## config.mk

```make
export PLATFORM = sky130hd
export DESIGN_NAME = tile_scanner
export DESIGN_NICKNAME = d
export VERILOG_FILES = /design/src/rtl/tile_pkg.sv /design/src/rtl/tile_map_ram.sv /design/src/rtl/tile_scanner.sv
export SDC_FILE = /design/constraint.sdc
export NUM_CORES = 2
export LEC_CHECK = 0
export BUFFER_PORTS_ARGS = -buffer_cell sky130_fd_sc_hd__buf_2
export CORE_MARGIN = 3
export CORE_UTILIZATION = 25
export CTS_CLUSTER_DIAMETER = 50
export DETAILED_ROUTE_END_ITERATION = 10
export MAX_ROUTING_LAYER = met4
export PLACE_DENSITY = 0.45
export REMOVE_ABC_BUFFERS = 1
export SLEW_MARGIN = 15
export SYNTH_ARGS = -nofsm -noshare
export SYNTH_HDL_FRONTEND = slang
export SYNTH_SLANG_ARGS = --single-unit
```

## constraint.sdc

```tcl
create_clock -name Clk -period 3.3 [get_ports Clk]
set_clock_uncertainty 0.15 [all_clocks]
set_input_delay 0.165 -clock Clk [delete_from_list [all_inputs] [get_ports Clk]]
set_output_delay 0.165 -clock Clk [all_outputs]
set_load 0.01 [all_outputs]
```

## src/rtl/tile_pkg.sv

```systemverilog
// Shared constants and types for the playfield tile scanner.
// Geometry: 16x16 square tiles of 30 px, playfield starting at column 80.
// Types: tile_state_t (per-tile state), tile_idx_t ({tile_y, tile_x}),
// tile_kind_e (named tile kinds stored in the map).
package tile_pkg;

    localparam int FIELD_X0 = 80;
    localparam int TILE_W   = 30;
    localparam int TILES_X  = 16;
    localparam int TILES_Y  = 16;
    localparam int STATE_W  = 4;
    localparam int H_TOTAL  = 800;
    localparam int V_ACTIVE = 480;

    typedef logic [STATE_W-1:0] tile_state_t;
    typedef logic [7:0]         tile_idx_t;

    typedef enum logic [STATE_W-1:0] {
        EMPTY   = 4'd0,
        WALL    = 4'd1,
        BRICK   = 4'd2,
        BOMB    = 4'd3,
        FLAME   = 4'd4,
        PLAYER1 = 4'd5,
        PLAYER2 = 4'd6
    } tile_kind_e;

endpackage

```

## src/rtl/tile_map_ram.sv

```systemverilog
// 256-entry tile-state map, cleared by asynchronous reset.
// Ports:
//   clk, rst_n            clock, async active-low reset (clears every entry)
//   we, waddr, wdata      game-logic write port, sampled every clock
//   scan_addr, scan_data  combinational read for the scanner (scanner registers it)
//   rd_addr, rd_data      registered readback, 1-clock latency (TILE_RDBK_EN only)
// A write and a read of the same entry in one cycle returns the old contents.
module tile_map_ram
    import tile_pkg::*;
(
    input  logic               clk,
    input  logic               rst_n,
    input  logic               we,
    input  logic [7:0]         waddr,
    input  logic [STATE_W-1:0] wdata,
    input  logic [7:0]         scan_addr,
    output logic [STATE_W-1:0] scan_data
`ifdef TILE_RDBK_EN
    ,
    input  logic [7:0]         rd_addr,
    output logic [STATE_W-1:0] rd_data
`endif
);

    logic [STATE_W-1:0] mem [256];

    always_ff @(posedge clk or negedge rst_n) begin
        if (!rst_n) begin
            for (int unsigned i = 0; i < 256; i++) begin
                mem[i] <= '0;
            end
        end else if (we) begin
            mem[waddr] <= wdata;
        end
    end

    assign scan_data = mem[scan_addr];

`ifdef TILE_RDBK_EN
    always_ff @(posedge clk or negedge rst_n) begin
        if (!rst_n) begin
            rd_data <= '0;
        end else begin
            rd_data <= mem[rd_addr];
        end
    end
`endif

endmodule

```

## src/rtl/tile_scanner.sv

```systemverilog
// Tracks the VGA raster with incremental tile counters and emits, per pixel,
// the tile state, in-tile background-ROM address and playfield flag, two
// pixel_en strobes after DrawX/DrawY.
// Ports:
//   Clk, Reset_n          clock, async active-low reset
//   pixel_en              pipeline advance strobe
//   DrawX, DrawY          raster position
//   map_we/waddr/wdata    tile-map write (independent of pixel_en)
//   map_raddr/map_rdata   map readback, 1-clock latency (TILE_RDBK_EN only)
//   tile_state, rom_addr, in_field, draw_x_d, draw_y_d   aligned outputs
// Optional feature macro: TILE_RDBK_EN.
module tile_scanner
    import tile_pkg::*;
(
    input  logic               Clk,
    input  logic               Reset_n,
    input  logic               pixel_en,
    input  logic [9:0]         DrawX,
    input  logic [9:0]         DrawY,
    input  logic               map_we,
    input  logic [7:0]         map_waddr,
    input  logic [STATE_W-1:0] map_wdata,
`ifdef TILE_RDBK_EN
    input  logic [7:0]         map_raddr,
    output logic [STATE_W-1:0] map_rdata,
`endif
    output logic [STATE_W-1:0] tile_state,
    output logic [9:0]         rom_addr,
    output logic               in_field,
    output logic [9:0]         draw_x_d,
    output logic [9:0]         draw_y_d
);

    localparam logic [9:0] X_START  = 10'(FIELD_X0);
    localparam logic [9:0] X_END    = 10'(FIELD_X0 + TILE_W * TILES_X);
    localparam logic [9:0] Y_END    = 10'(TILE_W * TILES_Y);
    localparam logic [4:0] OFF_MAX  = 5'(TILE_W - 1);
    localparam logic [3:0] TX_MAX   = 4'(TILES_X - 1);
    localparam logic [3:0] TY_MAX   = 4'(TILES_Y - 1);
    localparam logic [9:0] ROW_STEP = 10'(TILE_W);

    // stage 1
    logic [4:0]         x_off, y_off;
    logic [3:0]         tile_x, tile_y;
    logic [9:0]         row_base;
    logic               in_field_s1;
    logic [9:0]         dx_s1, dy_s1;

    logic               x_in, y_in;
    logic [STATE_W-1:0] scan_data;

    assign x_in = (DrawX >= X_START) && (DrawX < X_END);
    assign y_in = (DrawY < Y_END);

    // row_base carries y_off*TILE_W so rom_addr needs only an add, no multiply.
    always_ff @(posedge Clk or negedge Reset_n) begin
        if (!Reset_n) begin
            x_off       <= '0;
            tile_x      <= '0;
            y_off       <= '0;
            tile_y      <= '0;
            row_base    <= '0;
            in_field_s1 <= 1'b0;
            dx_s1       <= '0;
            dy_s1       <= '0;
        end else if (pixel_en) begin
            if (DrawX == X_START) begin
                x_off  <= '0;
                tile_x <= '0;
            end else if (x_in) begin
                if (x_off == OFF_MAX) begin
                    x_off <= '0;
                    if (tile_x != TX_MAX) tile_x <= tile_x + 4'd1;
                end else begin
                    x_off <= x_off + 5'd1;
                end
            end

            if (DrawX == '0) begin
                if (DrawY == '0) begin
                    y_off    <= '0;
                    tile_y   <= '0;
                    row_base <= '0;
                end else if (y_in) begin
                    if (y_off == OFF_MAX) begin
                        y_off    <= '0;
                        row_base <= '0;
                        if (tile_y != TY_MAX) tile_y <= tile_y + 4'd1;
                    end else begin
                        y_off    <= y_off + 5'd1;
                        row_base <= row_base + ROW_STEP;
                    end
                end
            end

            in_field_s1 <= x_in && y_in;
            dx_s1       <= DrawX;
            dy_s1       <= DrawY;
        end
    end

    tile_map_ram u_map (
        .clk       (Clk),
        .rst_n     (Reset_n),
        .we        (map_we),
        .waddr     (map_waddr),
        .wdata     (map_wdata),
        .scan_addr ({tile_y, tile_x}),
        .scan_data (scan_data)
`ifdef TILE_RDBK_EN
        ,
        .rd_addr   (map_raddr),
        .rd_data   (map_rdata)
`endif
    );

    // stage 2: out-of-field pixels are forced to zero state/address
    always_ff @(posedge Clk or negedge Reset_n) begin
        if (!Reset_n) begin
            tile_state <= '0;
            rom_addr   <= '0;
            in_field   <= 1'b0;
            draw_x_d   <= '0;
            draw_y_d   <= '0;
        end else if (pixel_en) begin
            tile_state <= in_field_s1 ? scan_data : '0;
            rom_addr   <= in_field_s1 ? (row_base + 10'(x_off)) : '0;
            in_field   <= in_field_s1;
            draw_x_d   <= dx_s1;
            draw_y_d   <= dy_s1;
        end
    end

endmodule
```

==> impl_metrics.toml <==
[sta]
timing.fmax_mhz = 309
timing.final.ws_setup_ps = 64.9
rsz0062_at_grt = "false"
worst_pin_slew_ps = 1080
hold_viol = 0
post-route-period-util_pct = 98.0
maxSlewViolCount = 0
slew_headroom_pct = 28.1
setup_viol = 0
finalCriticalPeriod_ps = 3240
hold-worst-slack_ps = 26.2

[cts]
clk_pin_slew_ps = 60
htreeDepth = 4
cts_buffer_depth = 3
clk_latency_ps = 780
clock-sinks = 1107
ctsRootBufferMaster = "clkbuf_16"
numCtsBuffers = 150
cts_tree = "done"

[placed_design]
dp_slack_ps = -113
hpwl_mm = 107
dp.cells = 6373
io_buffers = 70
place.gp.congestion = 0.814
placed_area_mm2 = 0.0566

[drt]
drt_iter0_markers = 1964
drc = 0
wl_per_cell_um = 24.4
vias_per_cell = 4.79
wirelength_mm = 164
ant_nets = 0
dr_total_vias = 32200
drt-pass1-iter-count = 5

[worst_setup_path]
arrival_ps = 3740
crit_required_ps = 3800
critPathCaptureType = "flop"
path_class = "reg -> reg"
crit_path_start_kind = "flop"
regToRegSetupSlack_ps = 60
critical_path.max_fanout = 6

[synth]
synth_top_area_share_pct = 53.8
synth-xor-area-share_pct = 0.187
muxShareOfSynthArea_pct = 34.8
yosysWarnings = 0
yosysTopAreaCell = "dfrtp_1"
ys_types = 69
synthAdderAreaFrac_pct = 0.292
synth-seq-area-share_pct = 53.8
synth_edf_count = 0
ys_top_cells_by_count = "1,107 x dfrtp_1, 1,071 x mux2_2, 224 x nor2_1"
synth-simple-area-share_pct = 4.50
ys_async_sr_fraction_pct = 100
ys_top_cells_by_area = "dfrtp_1 54%, mux2_2 23%, mux4_2 8.6%"
synth_compound_area_share_pct = 3.71
synth_seq_cells = 1107
syn_area_per_cell_um2 = 14.2
synth_area_mm2 = 0.0515
synth_ff_type = "dfrtp_1"
synthCells = 3632
synth_most_common_cell = "dfrtp_1"
synth_top_family_by_area = "multiplexers"

[cells_and_area]
fill_cells = 20300
fin_cells = 6714
drive_gt1_share_pct = 46.6
fin_nets = 3970
antenna_cells = 0
final_area_mm2 = 0.0623
areaGrowthSynthToFinish_pct = 21.1

[global_route]
grt_max_degree = 112
grt_pass1_wl_mm = 245
grt_util_all_layers_pct = 16.0
grt_overflow_total = 0
antenna_found_initial = 6
grt_pass1_vias = 34000

[pwr]
power_uw = 37800
ir_drop_uv = 333
power.density_mw_per_mm2 = 606
power_leakage_uw = 0.0285

[floorplanning]
die_w_um = 460
rows = 165
ios = 71
start_util_pct = 25.3
core-area_mm2 = 0.203
dieHeight_um = 460
die-area_mm2 = 0.211

[min_path]
hold_path.class = "in -> reg"

[job]
max_cap_viol_count = 0

[run_status]
status = "complete, no violations"
per-layer routing:
layer	wire [um]	global-route usage (%)	vias to the layer above
met1	76400	21.6	17300
met4	4410	4.57	0
met2	77500	25.1	611
li1	-	-	14000
met5	0	-	-
met3	5720	2.12	232
sequential cells by signal (all words and copies together), names as in the netlist:
name / flops
dx_s1: 10
draw_y_d: 10
in_field_s1: 1
tile_y: 4
dy_s1: 10
u_map.mem: 1024
y_off: 5
in_field: 1
row_base: 9
draw_x_d: 10
rom_addr: 10
tile_x: 4
tile_state: 4
x_off: 5
cells in the final DEF, fill, tap and decap left out, types with 20 or more instances in the layout:
cell           instances
nor3_1                33
clkinv_2              27
nand3_1               30
mux4_2               197
o21ai_0               33
nand2b_1              26
nor2_1               220
dlygate4sd3_1         64
a22oi_1               20
inv_1                 22
buf_2                 65
mux2_2              1071
clkbuf_8              21
nand2_1              158
a21oi_1               55
buf_4                213
clkbuf_16            150
buf_12                53
mux2i_1              137
o22ai_1               37
clkbuf_1              27
dfrtp_1             1103
cell families after synthesis:
| family | count (synthesis) |
|---|---|
| mux | 1407 |
| flops | 1107 |
| simple gates | 533 |
| buf+inv | 287 |
| compound gates | 275 |
| fa+ha+maj | 12 |
| xor+xnor | 11 |
stage by stage:
stage	util (%)	setup TNS, ps
6_report	30.7	0
5_1_grt	30.7	0
4_1_cts	30.6	0
3_5_place_dp	27.8	-308
3_3_place_gp	27.8	-428
2_1_floorplan	-	-75010
layout make-up:
cell class                 instances  area, um2  share of cell area (%)
multi-input combinational       2238      22400                    36.0
tap                             2672       3340                    5.36
clock buffer                     194       4090                    6.56
inverter                          24       90.1                   0.145
timing repair buffer             401       3720                    5.97
sequential                      1107      27700                    44.5
clock inverter                    78        946                    1.52
report_power, final:
part / internal (uW) / switching [uW]
Combinational: 3100 / 3490
Clock: 9830 / 6610
Sequential: 14300 / 434
Total: 27200 / 10500
what timing repair did:
| item | in CTS | in global routing |
|---|---|---|
| endpoints found under the setup margin | 4 | 4 |
| resized for setup | 2 | 8 |
| hold endpoints to repair | 1124 | 0 |
| hold buffers | 65 | 0 |
| pin swaps | 1 | 1 |
| setup buffers | 4 | 0 |
critical path: stages (launching register included):
cell and delay (ps):
dfrtp_4 450, buf_4 230, buf_4 190, mux4_2 520, nor2_1 160, a2111oi_0 90
buf_4 160, a2111o_1 450, nor3_1 400, or4b_1 220, nand3_1 70
path summary, 6_finish.rpt:
kind / startpoint / to / cells past startpoint
worst max-delay path: tile_x[0] / tile_state[3] / 10
worst min-delay path: map_wdata[0] / u_map.mem[100] / 2
worst max register to register: tile_x[0] / tile_state[3] / 10
worst min register to register: dx_s1[2] / draw_x_d[2] / 1
max in group asynchronous: Reset_n / u_map.mem[381] / 4
min in group asynchronous: Reset_n / u_map.mem[672] / 3
(Power assumes the default switching activity.)
